<file path="config.mk">
export PLATFORM = sky130hd
export DESIGN_NAME = ws281x_stream_tx_flat
export DESIGN_NICKNAME = d
export VERILOG_FILES = /design/src/rtl/ws281x_pkg.sv /design/src/rtl/ws281x_stream_tx_if.sv /design/src/rtl/ws281x_bit_gen.sv /design/src/rtl/ws281x_stream_tx.sv /design/src/flat_wrapper.sv
export SDC_FILE = /design/constraint.sdc
export NUM_CORES = 1
export LEC_CHECK = 0
export CAP_MARGIN = 25
export CORE_MARGIN = 3
export CORE_UTILIZATION = 55
export CTS_CLUSTER_SIZE = 25
export DETAILED_ROUTE_END_ITERATION = 8
export GPL_TIMING_DRIVEN = 0
export PLACE_DENSITY = 0.77
export SYNTH_ARGS = -nofsm -noshare
export SYNTH_HDL_FRONTEND = slang
export SYNTH_SLANG_ARGS = --single-unit
</file>
<file path="constraint.sdc">
create_clock -name clk -period 4.15 [get_ports clk]
set_input_delay 0.83 -clock clk [delete_from_list [all_inputs] [get_ports clk]]
set_output_delay 0.83 -clock clk [all_outputs]
set_load 0.1 [all_outputs]
</file>
<file path="src/rtl/ws281x_pkg.sv">
// Shared types and helpers for the WS281x stream transmitter.
package ws281x_pkg;

  localparam int PIX_W = 32;

  typedef enum logic [2:0] {
    ST_IDLE,
    ST_WAIT_PIX,
    ST_HIGH,
    ST_LOW,
    ST_LATCH
  } state_e;

  typedef enum logic [1:0] {
    ORD_GRB = 2'd0,
    ORD_RGB = 2'd1,
    ORD_BRG = 2'd2,
    ORD_RBG = 2'd3
  } order_e;

  // Puts the three colour bytes of {W,R,G,B} into wire order, first byte
  // in the top bits, and appends W as the last byte.
  function automatic logic [PIX_W-1:0] reorder(input order_e ord,
                                               input logic [PIX_W-1:0] pix);
    logic [7:0] w, r, g, b;
    w = pix[31:24];
    r = pix[23:16];
    g = pix[15:8];
    b = pix[7:0];
    case (ord)
      ORD_GRB: return {g, r, b, w};
      ORD_RGB: return {r, g, b, w};
      ORD_BRG: return {b, r, g, w};
      default: return {r, b, g, w};
    endcase
  endfunction

endpackage

</file>
<file path="src/rtl/ws281x_stream_tx_if.sv">
// Frame control, pixel stream and status signals of the transmitter.
interface ws281x_stream_tx_if #(
  parameter int CNT_W = 10
);
  logic             start;
  logic [CNT_W-1:0] leds;
  logic [1:0]       order;
  logic             pix_valid;
  logic             pix_ready;
  logic [31:0]      pix_data;
  logic             busy;
  logic             done;
  logic             underrun;

  // The frame-buffer reader side.
  modport master (
    output start, leds, order, pix_valid, pix_data,
    input  pix_ready, busy, done, underrun
  );

  // The transmitter side.
  modport slave (
    input  start, leds, order, pix_valid, pix_data,
    output pix_ready, busy, done, underrun
  );
endinterface

</file>
<file path="src/rtl/ws281x_bit_gen.sv">
// Bit timer and shift register: turns one BPP-bit word into WS281x pulses,
// MSB first. tx_out is registered and lines up with the bit counter, so a
// load in cycle n gives the first high in cycle n+1.
module ws281x_bit_gen
  import ws281x_pkg::*;
#(
  parameter int T_BIT = 25,
  parameter int T0H   = 7,
  parameter int T1H   = 14,
  parameter int BPP   = 24
) (
  input  logic           clk,
  input  logic           rst,
  input  logic           load,
  input  logic [BPP-1:0] word,
  output logic           tx_out,
  output logic           high_last,
  output logic           bit_last,
  output logic           pixel_last
);

  localparam int CW = $clog2(T_BIT);
  localparam int IW = $clog2(BPP);
  localparam logic [CW-1:0] CNT_LAST = CW'(T_BIT - 1);
  localparam logic [CW-1:0] T0H_C    = CW'(T0H);
  localparam logic [CW-1:0] T1H_C    = CW'(T1H);
  localparam logic [IW-1:0] IDX_LAST = IW'(BPP - 1);

  logic [CW-1:0]  cnt, cnt_nxt;
  logic [IW-1:0]  idx, idx_nxt;
  logic [BPP-1:0] shift, shift_nxt;
  logic           active, active_nxt;
  logic [CW-1:0]  high_len, high_len_nxt;
  logic           tx_nxt;

  // Next bit-timer/shift state and the line level that goes with it.
  always_comb begin
    // NOTE: every variable gets a default first so no path leaves it
    // unassigned; a missing default in always_comb infers a latch.
    cnt_nxt    = cnt;
    idx_nxt    = idx;
    shift_nxt  = shift;
    active_nxt = active;

    high_len   = shift[BPP-1] ? T1H_C : T0H_C;
    bit_last   = active && (cnt == CNT_LAST);
    pixel_last = bit_last && (idx == IDX_LAST);
    high_last  = active && (cnt == high_len - CW'(1));

    if (load) begin
      cnt_nxt    = '0;
      idx_nxt    = '0;
      shift_nxt  = word;
      active_nxt = 1'b1;
    end else if (active) begin
      if (bit_last) begin
        cnt_nxt   = '0;
        shift_nxt = {shift[BPP-2:0], 1'b0};
        if (pixel_last) active_nxt = 1'b0;
        else            idx_nxt    = idx + IW'(1);
      end else begin
        cnt_nxt = cnt + CW'(1);
      end
    end

    high_len_nxt = shift_nxt[BPP-1] ? T1H_C : T0H_C;
    tx_nxt       = active_nxt && (cnt_nxt < high_len_nxt);
  end

  // Timer, shift register and registered line output.
  always_ff @(posedge clk) begin
    // NOTE: sequential state uses non-blocking assignments so every register
    // sees the pre-edge values of the others regardless of statement order.
    if (rst) begin
      cnt    <= '0;
      idx    <= '0;
      shift  <= '0;
      active <= 1'b0;
      tx_out <= 1'b0;
    end else begin
      cnt    <= cnt_nxt;
      idx    <= idx_nxt;
      shift  <= shift_nxt;
      active <= active_nxt;
      tx_out <= tx_nxt;
    end
  end

endmodule

</file>
<file path="src/rtl/ws281x_stream_tx.sv">
// WS281x stream transmitter: frame FSM, one-entry pixel holding register,
// pixel counts and status around the bit generator.
module ws281x_stream_tx
  import ws281x_pkg::*;
#(
  parameter int T_BIT   = 25,
  parameter int T0H     = 7,
  parameter int T1H     = 14,
  parameter int T_RESET = 1000,
  parameter int BPP     = 24,
  parameter int CNT_W   = 10
) (
  input  logic                clk,
  input  logic                rst,
  ws281x_stream_tx_if.slave   bus,
  output logic                tx_out
);

  localparam int LW = $clog2(T_RESET + 1);
  localparam logic [LW-1:0] LATCH_END = LW'(T_RESET);

  state_e           state, state_nxt;
  logic [CNT_W-1:0] leds_q;
  logic [CNT_W-1:0] accepted;
  logic [CNT_W-1:0] remaining;
  order_e           order_q;
  logic [BPP-1:0]   hold_q;
  logic [BPP-1:0]   hold_d;
  logic             hold_full;
  logic [LW-1:0]    latch_cnt;
  logic             underrun_q;

  logic busy, take, start_ok, load, set_underrun;
  logic high_last, bit_last, pixel_last;

  assign busy     = (state != ST_IDLE);
  assign start_ok = bus.start && (state == ST_IDLE);
  assign take     = bus.pix_valid && bus.pix_ready;
  assign hold_d   = BPP'(reorder(order_q, bus.pix_data) >> (PIX_W - BPP));

  assign bus.pix_ready = busy && !hold_full && (accepted < leds_q);
  assign bus.busy      = busy;
  assign bus.done      = (state == ST_LATCH) && (latch_cnt == LATCH_END);
  assign bus.underrun  = underrun_q;

  // Frame state register.
  always_ff @(posedge clk) begin
    if (rst) state <= ST_IDLE;
    else     state <= state_nxt;
  end

  // Next state, shift-register load and underrun detection.
  always_comb begin
    state_nxt    = state;
    load         = 1'b0;
    set_underrun = 1'b0;
    case (state)
      ST_IDLE: begin
        if (bus.start) state_nxt = (bus.leds == '0) ? ST_LATCH : ST_WAIT_PIX;
      end
      ST_WAIT_PIX: begin
        if (hold_full) begin
          load      = 1'b1;
          state_nxt = ST_HIGH;
        end
      end
      ST_HIGH: begin
        if (high_last) state_nxt = ST_LOW;
      end
      ST_LOW: begin
        if (pixel_last) begin
          if (remaining == CNT_W'(1)) begin
            state_nxt = ST_LATCH;
          end else if (hold_full) begin
            load      = 1'b1;
            state_nxt = ST_HIGH;
          end else begin
            set_underrun = 1'b1;
            state_nxt    = ST_WAIT_PIX;
          end
        end else if (bit_last) begin
          state_nxt = ST_HIGH;
        end
      end
      ST_LATCH: begin
        if (latch_cnt == LATCH_END) state_nxt = ST_IDLE;
      end
      default: state_nxt = ST_IDLE;
    endcase
  end

  // Frame parameters, pixel counts, holding flag, latch timer and underrun.
  always_ff @(posedge clk) begin
    if (rst) begin
      leds_q     <= '0;
      order_q    <= ORD_GRB;
      accepted   <= '0;
      remaining  <= '0;
      hold_full  <= 1'b0;
      latch_cnt  <= '0;
      underrun_q <= 1'b0;
    end else begin
      if (start_ok) begin
        leds_q     <= bus.leds;
        order_q    <= order_e'(bus.order);
        accepted   <= '0;
        remaining  <= bus.leds;
        underrun_q <= 1'b0;
      end else if (set_underrun) begin
        underrun_q <= 1'b1;
      end

      if (take) begin
        hold_full <= 1'b1;
        accepted  <= accepted + CNT_W'(1);
      end else if (load) begin
        hold_full <= 1'b0;
      end

      if ((state == ST_LOW) && pixel_last) remaining <= remaining - CNT_W'(1);

      if ((state == ST_LATCH) && (latch_cnt != LATCH_END)) latch_cnt <= latch_cnt + LW'(1);
      else                                                 latch_cnt <= '0;
    end
  end

  // Pixel data capture in wire order.
  always_ff @(posedge clk) begin
    // NOTE: the data register has no reset; it is only read after hold_full
    // marks it valid, and hold_full itself is reset.
    if (take) hold_q <= hold_d;
  end

  ws281x_bit_gen #(
    .T_BIT (T_BIT),
    .T0H   (T0H),
    .T1H   (T1H),
    .BPP   (BPP)
  ) u_bit_gen (
    .clk        (clk),
    .rst        (rst),
    .load       (load),
    .word       (hold_q),
    .tx_out     (tx_out),
    .high_last  (high_last),
    .bit_last   (bit_last),
    .pixel_last (pixel_last)
  );

endmodule

</file>
<file path="src/flat_wrapper.sv">
// flat-port wrapper written by rule: the top's interface ports become plain ports
module ws281x_stream_tx_flat import ws281x_pkg::*;
#(
  parameter int T_BIT   = 25,
  parameter int T0H     = 7,
  parameter int T1H     = 14,
  parameter int T_RESET = 1000,
  parameter int BPP     = 24,
  parameter int CNT_W   = 10
)
  (clk, rst, tx_out, bus_start, bus_leds, bus_order, bus_pix_valid, bus_pix_data, bus_pix_ready, bus_busy, bus_done, bus_underrun);
  ws281x_stream_tx_if #(.CNT_W(CNT_W)) bus_i ();
  input  logic clk;
  input  logic rst;
  output logic tx_out;
  input wire logic [$bits(bus_i.start)-1:0] bus_start;
  input wire logic [$bits(bus_i.leds)-1:0] bus_leds;
  input wire logic [$bits(bus_i.order)-1:0] bus_order;
  input wire logic [$bits(bus_i.pix_valid)-1:0] bus_pix_valid;
  input wire logic [$bits(bus_i.pix_data)-1:0] bus_pix_data;
  output wire logic [$bits(bus_i.pix_ready)-1:0] bus_pix_ready;
  output wire logic [$bits(bus_i.busy)-1:0] bus_busy;
  output wire logic [$bits(bus_i.done)-1:0] bus_done;
  output wire logic [$bits(bus_i.underrun)-1:0] bus_underrun;
  assign bus_i.start = bus_start;
  assign bus_i.leds = bus_leds;
  assign bus_i.order = bus_order;
  assign bus_i.pix_valid = bus_pix_valid;
  assign bus_i.pix_data = bus_pix_data;
  assign bus_pix_ready = bus_i.pix_ready;
  assign bus_busy = bus_i.busy;
  assign bus_done = bus_i.done;
  assign bus_underrun = bus_i.underrun;
  ws281x_stream_tx #(.T_BIT(T_BIT), .T0H(T0H), .T1H(T1H), .T_RESET(T_RESET), .BPP(BPP), .CNT_W(CNT_W)) u_core (.clk(clk), .rst(rst), .bus(bus_i), .tx_out(tx_out));
endmodule
</file>
# Word-level counts from Yosys, hierarchy flattened
# Cells that the tools add are included.
# W data, S select, Z words.
[totals]
ff_bits = 107
in_bits = 48
out_inout_bits = 5
wordCells = 106
[op_classes]
add_sub_neg = 6
n_lt_le_gt_ge = 2
eq_ne = 17
mux = 37
bitwise_logic = 2
n_reduce_logical = 27
[ops]
columns = ["cell", "count"]
rows = [
  ["$pmux W32 S3", 1],
  ["$mux W24", 3],
  ["$mux W10", 4],
  ["$mux W3", 8],
  ["$add A10 B1 Y10 const B", 2],
  ["$mux W5", 3],
  ["$pmux W3 S5", 1],
  ["$mux W1", 13],
  ["$logic_and A1 B1 Y1", 11],
  ["$add A5 B1 Y5 const B", 2],
  ["$eq A10 B1 Y1 const B", 1],
  ["$eq A10 B10 Y1 const B", 1],
  ["$eq A5 B5 Y1 const B", 2],
  ["$logic_not A10 Y1", 1],
  ["$lt A10 B10 Y1", 1],
  ["$ne A10 B10 Y1 const B", 1],
  ["$reduce_bool A2 Y1", 5],
  ["$sub A10 B1 Y10 const B", 1],
  ["$mux W4", 2],
  ["$eq A3 B2 Y1 const B", 2],
  ["$reduce_or A2 Y1", 3],
  ["$eq A5 B5 Y1", 1],
  ["$lt A5 B4 Y1", 1],
  ["$reduce_and A5 Y1", 1],
  ["other kinds (17)", 20],
]

# Depth between registers and ports, before layout
# Gate-level depths: netlist of run 1.
[logic_depth]
depth_word = 9
ltp_mapped = 13
mapped_depth_nobuf = 12

# Modules after synthesis
# Synthesis of run 1 repeated with hierarchy kept, for this count alone.
[unflattened]
cells_unflattened = 586
hier_area_um2 = 5451.5
[modules_own_cells]
columns = ["module", "n_inst", "cells_each", "area_per_inst_um2", "seq_area_each_um2"]
rows = [
  ["ws281x_stream_tx", 1, 375, 3612.2, 1661.6],
  ["ws281x_bit_gen", 1, 211, 1839.3, 720.7],
]

# Worst setup path before layout of run 1
# No wires, ideal clock.
[synth_timing]
path_kind = "register to output"
from = "reg u_core.latch_cnt[0]"
to = "out bus_done"
arrival_ps = 2265
slack_ps = 1055
stages_incl_launch_ff = 6
path_buffers = 0
path_cell_list = "dfxtp_1 -> inv_1 -> ha_1 -> nand4bb_1 -> or4_1 -> nor2_1"
[synth_via]
elab_chain_cells = 2
[synth_lines]
columns = ["element", "line_no", "source"]
rows = [
  ["from (decl)", "ws281x_stream_tx.sv:30", "logic [LW-1:0] latch_cnt;"],
  ["from (signal assigned)", "ws281x_stream_tx.sv:122", "if ((state == ST_LATCH) && (latch_cnt != LATCH_END)) latch_cnt <= latch_cnt + LW'(1);"],
  ["$eq A10 B10 Y1", "ws281x_stream_tx.sv:43", "assign bus.done = (state == ST_LATCH) && (latch_cnt == LATCH_END);"],
  ["$logic_and A1 B1 Y1", "ws281x_stream_tx.sv:43", ""],
  ["to (decl)", "flat_wrapper.sv:23", "output wire logic [$bits(bus_i.done)-1:0] bus_done;"],
]
# Every way passes these cells.

# Final worst setup path of run 1
[layout_timing]
from = "reg u_core.leds_q[9]"
to = "out bus_pix_ready"
[layout_via]
elab_chain_cells = 2
[layout_lines]
columns = ["element", "line_no", "source"]
rows = [
  ["from (decl)", "ws281x_stream_tx.sv:23", "logic [CNT_W-1:0] leds_q;"],
  ["from (signal assigned)", "ws281x_stream_tx.sv:104", "leds_q <= bus.leds;"],
  ["$lt A10 B10 Y1", "ws281x_stream_tx.sv:41", "assign bus.pix_ready = busy && !hold_full && (accepted < leds_q);"],
  ["$logic_and A1 B1 Y1", "ws281x_stream_tx.sv:41", ""],
  ["to (decl)", "flat_wrapper.sv:21", "output wire logic [$bits(bus_i.pix_ready)-1:0] bus_pix_ready;"],
]
# Every way passes these cells.

==> impl_metrics.csv, run 1 <==
group,metric,value,unit
cts,tritoncts.num_buffers,9,
die,die_height,104,um
critical_path,worst_ep_required_time,3320,ps
critical_path,worstRegToRegCells,12,
drt,wl_per_cell,15.9,um
logic_synthesis,postSynthNetCount,644,
power_and_ir_drop,totalPowerFinal,2.77,mW
critical_path,timing.critical_path.from_type,"flip-flop",
cts,ctsRootBufferMaster,"sky130_fd_sc_hd__clkbuf_8",
cts,clock_sinks,107,
drt,first_iter_violations,329,
logic_synthesis,synth_enable_flop_cells,24,
cts,tritoncts,"yes",
global_route,grt_usage,22.8,%
logic_synthesis,ys_ff_latch,107,
final_layout,num_antenna_cells,0,
placement,preCtsSetupSlack,594,ps
critical_path,cell_chain_of_the_critical_path,"inv_1 > ha_1 > a211o_1 > a311oi_1 > o221ai_1 > inv_1 > clkdlybuf4s50_1",
worst_hold_path,worstHoldPathCells,2,
logic_synthesis,synth.distinct_cells,58,
die,placeableCoreArea,9330,um2
sta,finalSetupViolations,0,
global_route,global_route_wire_length_before_repair,20.6,mm
critical_path,crit_path_end_kind,"primary output",
sta,slew_violations,0,
placement,globalplace.congestion,0.874,
drt,drc_errors,0,
critical_path,critical_path.most_common_cell,"sky130_fd_sc_hd__inv_1",
global_route,grt_max_degree,21,
sta,worst-slew-pin-transition,968,ps
final_layout,layoutNonFillerInstCount,767,
final_layout,finish.instance_area,6130,um2
critical_path,critical_path.max_stage_delay,1140,ps
critical_path,criticalPathCategory,"reg2out",
logic_synthesis,synth_top_area_share,31.2,%
final_layout,final_core_util,65.7,%
power_and_ir_drop,power_per_cell_area,451,nW/um2
logic_synthesis,yosysTopAreaCell,"sky130_fd_sc_hd__dfxtp_1",
sta,timing_hold_violations_final,0,
die,floorplan.rows,35,
placement,placedInstanceArea,5930,um2
sta,final.setup.worst_slack,237,ps
sta,finalHoldWorstSlack,466,ps
cts,setup_buffers_after_cts,0,
final_layout,drive_above_1_share,9.40,%
cts,h-tree-depth,3,
critical_path,worst_path_max_delay_cell,"sky130_fd_sc_hd__clkdlybuf4s50_1",
power_and_ir_drop,ir_drop,0.000217,V
critical_path,worst-endpoint-arrival,3080,ps
critical_path,critPathMaxFanout,3,
cts,cts_hold_buffers_added,0,
global_route,first_global_vias,4287,
die,dieArea,10900,um2
final_layout,nFillCells,765,
logic_synthesis,synthTopCellsByArea,"sky130_fd_sc_hd__dfxtp_1, sky130_fd_sc_hd__edfxtp_1, sky130_fd_sc_hd__nand2_1",
drt,drt-total-wl,12.2,mm
die,initial_core_util,57.1,%
flow_run,drv.max_cap_violation_count,0,
drt,via_count,4510,
sta,layout_min_cycle_time,3910,ps
logic_synthesis,async_flop_share,0,%
sta,tns,0,ps
drt,final_antenna_net_count,0,
cts,cts-resized-gates,0,
placement,placed_cells_incl_taps,751,
logic_synthesis,yosys_warning_count,0,
sta,fin_crit_sh,94.3,%
worst_hold_path,hold_wc_path_type,"reg2reg",
final_layout,syn2layout_area_growth,15.0,%
cts,clk_pin_slew_worst_paths,110,ps
sta,clock-skew-final,16.2,ps
run_status,result_of_the_run,"completed",
sta,timing.max_slew.rel_slack,35.3,%
cts,clk-insertion-delay-late,380,ps
logic_synthesis,synth-main-ff-cell,"sky130_fd_sc_hd__dfxtp_1",
logic_synthesis,syn_avg_cell_area,9.21,um2
placement,hpwlAfterDp,9.01,mm
logic_synthesis,syn_area,5330,um2
global_route,gr-total-overflow,0,
placement,buffer_ports.inserted,43,
sta,fmaxAchievable,256,MHz
die,die-width,104,um
global_route,grt_antenna_before_repair,0,
sta,rsz_0062_raised_after_global_routing,"no",
logic_synthesis,syn-instance-count,578,
cts,cts_max_path_buffers,2,
final_layout,final_net_count,699,
die,top_level_ports,53,
power_and_ir_drop,cellLeakagePower,2.13,nW
logic_synthesis,yosysSeqAreaShare,44.7,%
drt,dr.pass1.iters,5,
drt,vias_per_cell,5.88,
## placed cells by master, fill, tap and decap left out, types with 3 or more instances in the layout
cell | Yosys | final
sky130_fd_sc_hd__nand4b_1 | 3 | 3
sky130_fd_sc_hd__nor2_1 | 28 | 27
sky130_fd_sc_hd__buf_2 | 5 | 5
sky130_fd_sc_hd__clkbuf_1 | 27 | 27
sky130_fd_sc_hd__or3_1 | 8 | 8
sky130_fd_sc_hd__a31oi_1 | 8 | 8
sky130_fd_sc_hd__nand3_1 | 13 | 13
sky130_fd_sc_hd__o21a_1 | 3 | 3
sky130_fd_sc_hd__mux2_2 | 29 | 29
sky130_fd_sc_hd__ha_1 | 18 | 18
sky130_fd_sc_hd__edfxtp_1 | 24 | 24
sky130_fd_sc_hd__o21ai_0 | 14 | 14
sky130_fd_sc_hd__o2111ai_1 | 3 | 3
sky130_fd_sc_hd__nand4_1 | 8 | 8
sky130_fd_sc_hd__inv_1 | 26 | 26
sky130_fd_sc_hd__buf_6 | 3 | 3
sky130_fd_sc_hd__and4b_1 | 3 | 3
sky130_fd_sc_hd__nand3b_1 | 3 | 3
sky130_fd_sc_hd__mux2i_1 | 6 | 6
sky130_fd_sc_hd__or2_2 | 3 | 3
sky130_fd_sc_hd__nor4_1 | 5 | 5
sky130_fd_sc_hd__a21oi_1 | 28 | 28
sky130_fd_sc_hd__clkbuf_8 | 0 | 9
sky130_fd_sc_hd__inv_8 | 0 | 3
sky130_fd_sc_hd__and3_1 | 9 | 9
sky130_fd_sc_hd__dfxtp_1 | 83 | 83
sky130_fd_sc_hd__xnor2_1 | 11 | 11
sky130_fd_sc_hd__xor2_1 | 5 | 5
sky130_fd_sc_hd__and4_1 | 6 | 6
sky130_fd_sc_hd__nand2_1 | 89 | 89
sky130_fd_sc_hd__a311oi_1 | 23 | 23
sky130_fd_sc_hd__a21o_1 | 4 | 4
sky130_fd_sc_hd__clkdlybuf4s50_1 | 0 | 43
sky130_fd_sc_hd__o2bb2ai_1 | 3 | 3
sky130_fd_sc_hd__nor3_1 | 37 | 37
## final cells by class
class | instances | area [um2] | area share [%]
plain buffers | 36 | 164 | 2.68
clock buffers | 9 | 124 | 2.02
clock inverters | 7 | 67.6 | 1.10
inverters | 26 | 97.6 | 1.59
multi-input cells | 409 | 2680 | 43.8
flip-flops and latches | 107 | 2380 | 38.9
well taps | 129 | 161 | 2.63
repair buffers | 44 | 445 | 7.27
## critical path, delay by kind of cell (launching register included)
family | cells | cell delay [ps]
buf+inv | 3 | 1320
compound gates | 3 | 730
fa+ha+maj | 1 | 300
flops | 1 | 350
## routing by layer
layer	vias to the layer above	GRT usage (%)	part of all wire, %
met5	-	0	0
met4	0	6.27	1.7
met3	21	4.72	4.8
met2	129	35.6	46
met1	2136	32.1	47
li1	2224	-	-
## cells by family after synthesis
kind of cell               Yosys count  synth area share (%)
AOI/OAI and AO/OA                  109                  14.5
xor gates and xnor gates            16                  2.63
adders and majority gates           18                  4.23
buffers and inverters               62                  4.91
DFF                                107                  44.7
muxes                               35                  7.26
and+or+nand+nor                    231                  21.7
## final timing paths
kind                                                          from                                  to  slack (ps)
worst min-delay path                 u_core.leds_q[8]$_SDFFE_PP0P_       u_core.leds_q[8]$_SDFFE_PP0P_         470
worst max register to register  u_core.u_bit_gen.cnt[0]$_SDFF_PP0_  u_core.u_bit_gen.tx_out$_SDFF_PP0_         530
worst min register to register       u_core.leds_q[8]$_SDFFE_PP0P_       u_core.leds_q[8]$_SDFFE_PP0P_         470
worst max-delay path                 u_core.leds_q[9]$_SDFFE_PP0P_                       bus_pix_ready         240
## synthesized netlist by cell type (all sizes together) (3+ instances only)
| cell | number |
|---|---|
| o2111ai | 3 |
| nand4 | 8 |
| o21a | 3 |
| and4 | 6 |
| a21oi | 28 |
| a31oi | 9 |
| and3 | 9 |
| buf | 9 |
| o21ai | 14 |
| edfxtp | 24 |
| xnor2 | 11 |
| ha | 18 |
| xor2 | 5 |
| or2 | 3 |
| or3 | 8 |
| inv | 26 |
| and4b | 3 |
| clkbuf | 27 |
| mux2 | 29 |
| nand3b | 3 |
| a311oi | 23 |
| nor3 | 37 |
| dfxtp | 83 |
| a21o | 4 |
| nand4b | 3 |
| mux2i | 6 |
| o2bb2ai | 3 |
| nor2 | 28 |
| nand2 | 89 |
| nand3 | 13 |
| nor4 | 5 |
## registers in the layout, summed over array words and instances (netlist names)
register,flops
u_core.accepted,10
u_core.bus.underrun,1
u_core.hold_full,1
u_core.hold_q,24
u_core.latch_cnt,10
u_core.leds_q,10
u_core.order_q,2
u_core.remaining,10
u_core.state,3
u_core.u_bit_gen.active,1
u_core.u_bit_gen.cnt,5
u_core.u_bit_gen.idx,5
u_core.u_bit_gen.shift,24
u_core.u_bit_gen.tx_out,1
## power by group
group          leakage, nW  total (mW)  switching (mW)  internal, mW
Combinational         1.14       0.841           0.546         0.295
Clock               0.0958       0.624           0.388         0.235
Sequential           0.893        1.30          0.0781          1.22
Power figures use the tool's default switching activity.
==> inputs of run 2 (changes only) <==
--- a/config.mk
+++ b/config.mk
@@ -5,7 +5,7 @@
 export SDC_FILE = /design/constraint.sdc
 export NUM_CORES = 1
 export LEC_CHECK = 0
-export CAP_MARGIN = 25
+export CAP_MARGIN = 30
 export CORE_MARGIN = 3
 export CORE_UTILIZATION = 55
 export CTS_CLUSTER_SIZE = 25
==> results of run 2 <==
Same layout as run 1: the final DEF is identical, and so are final timing and power.
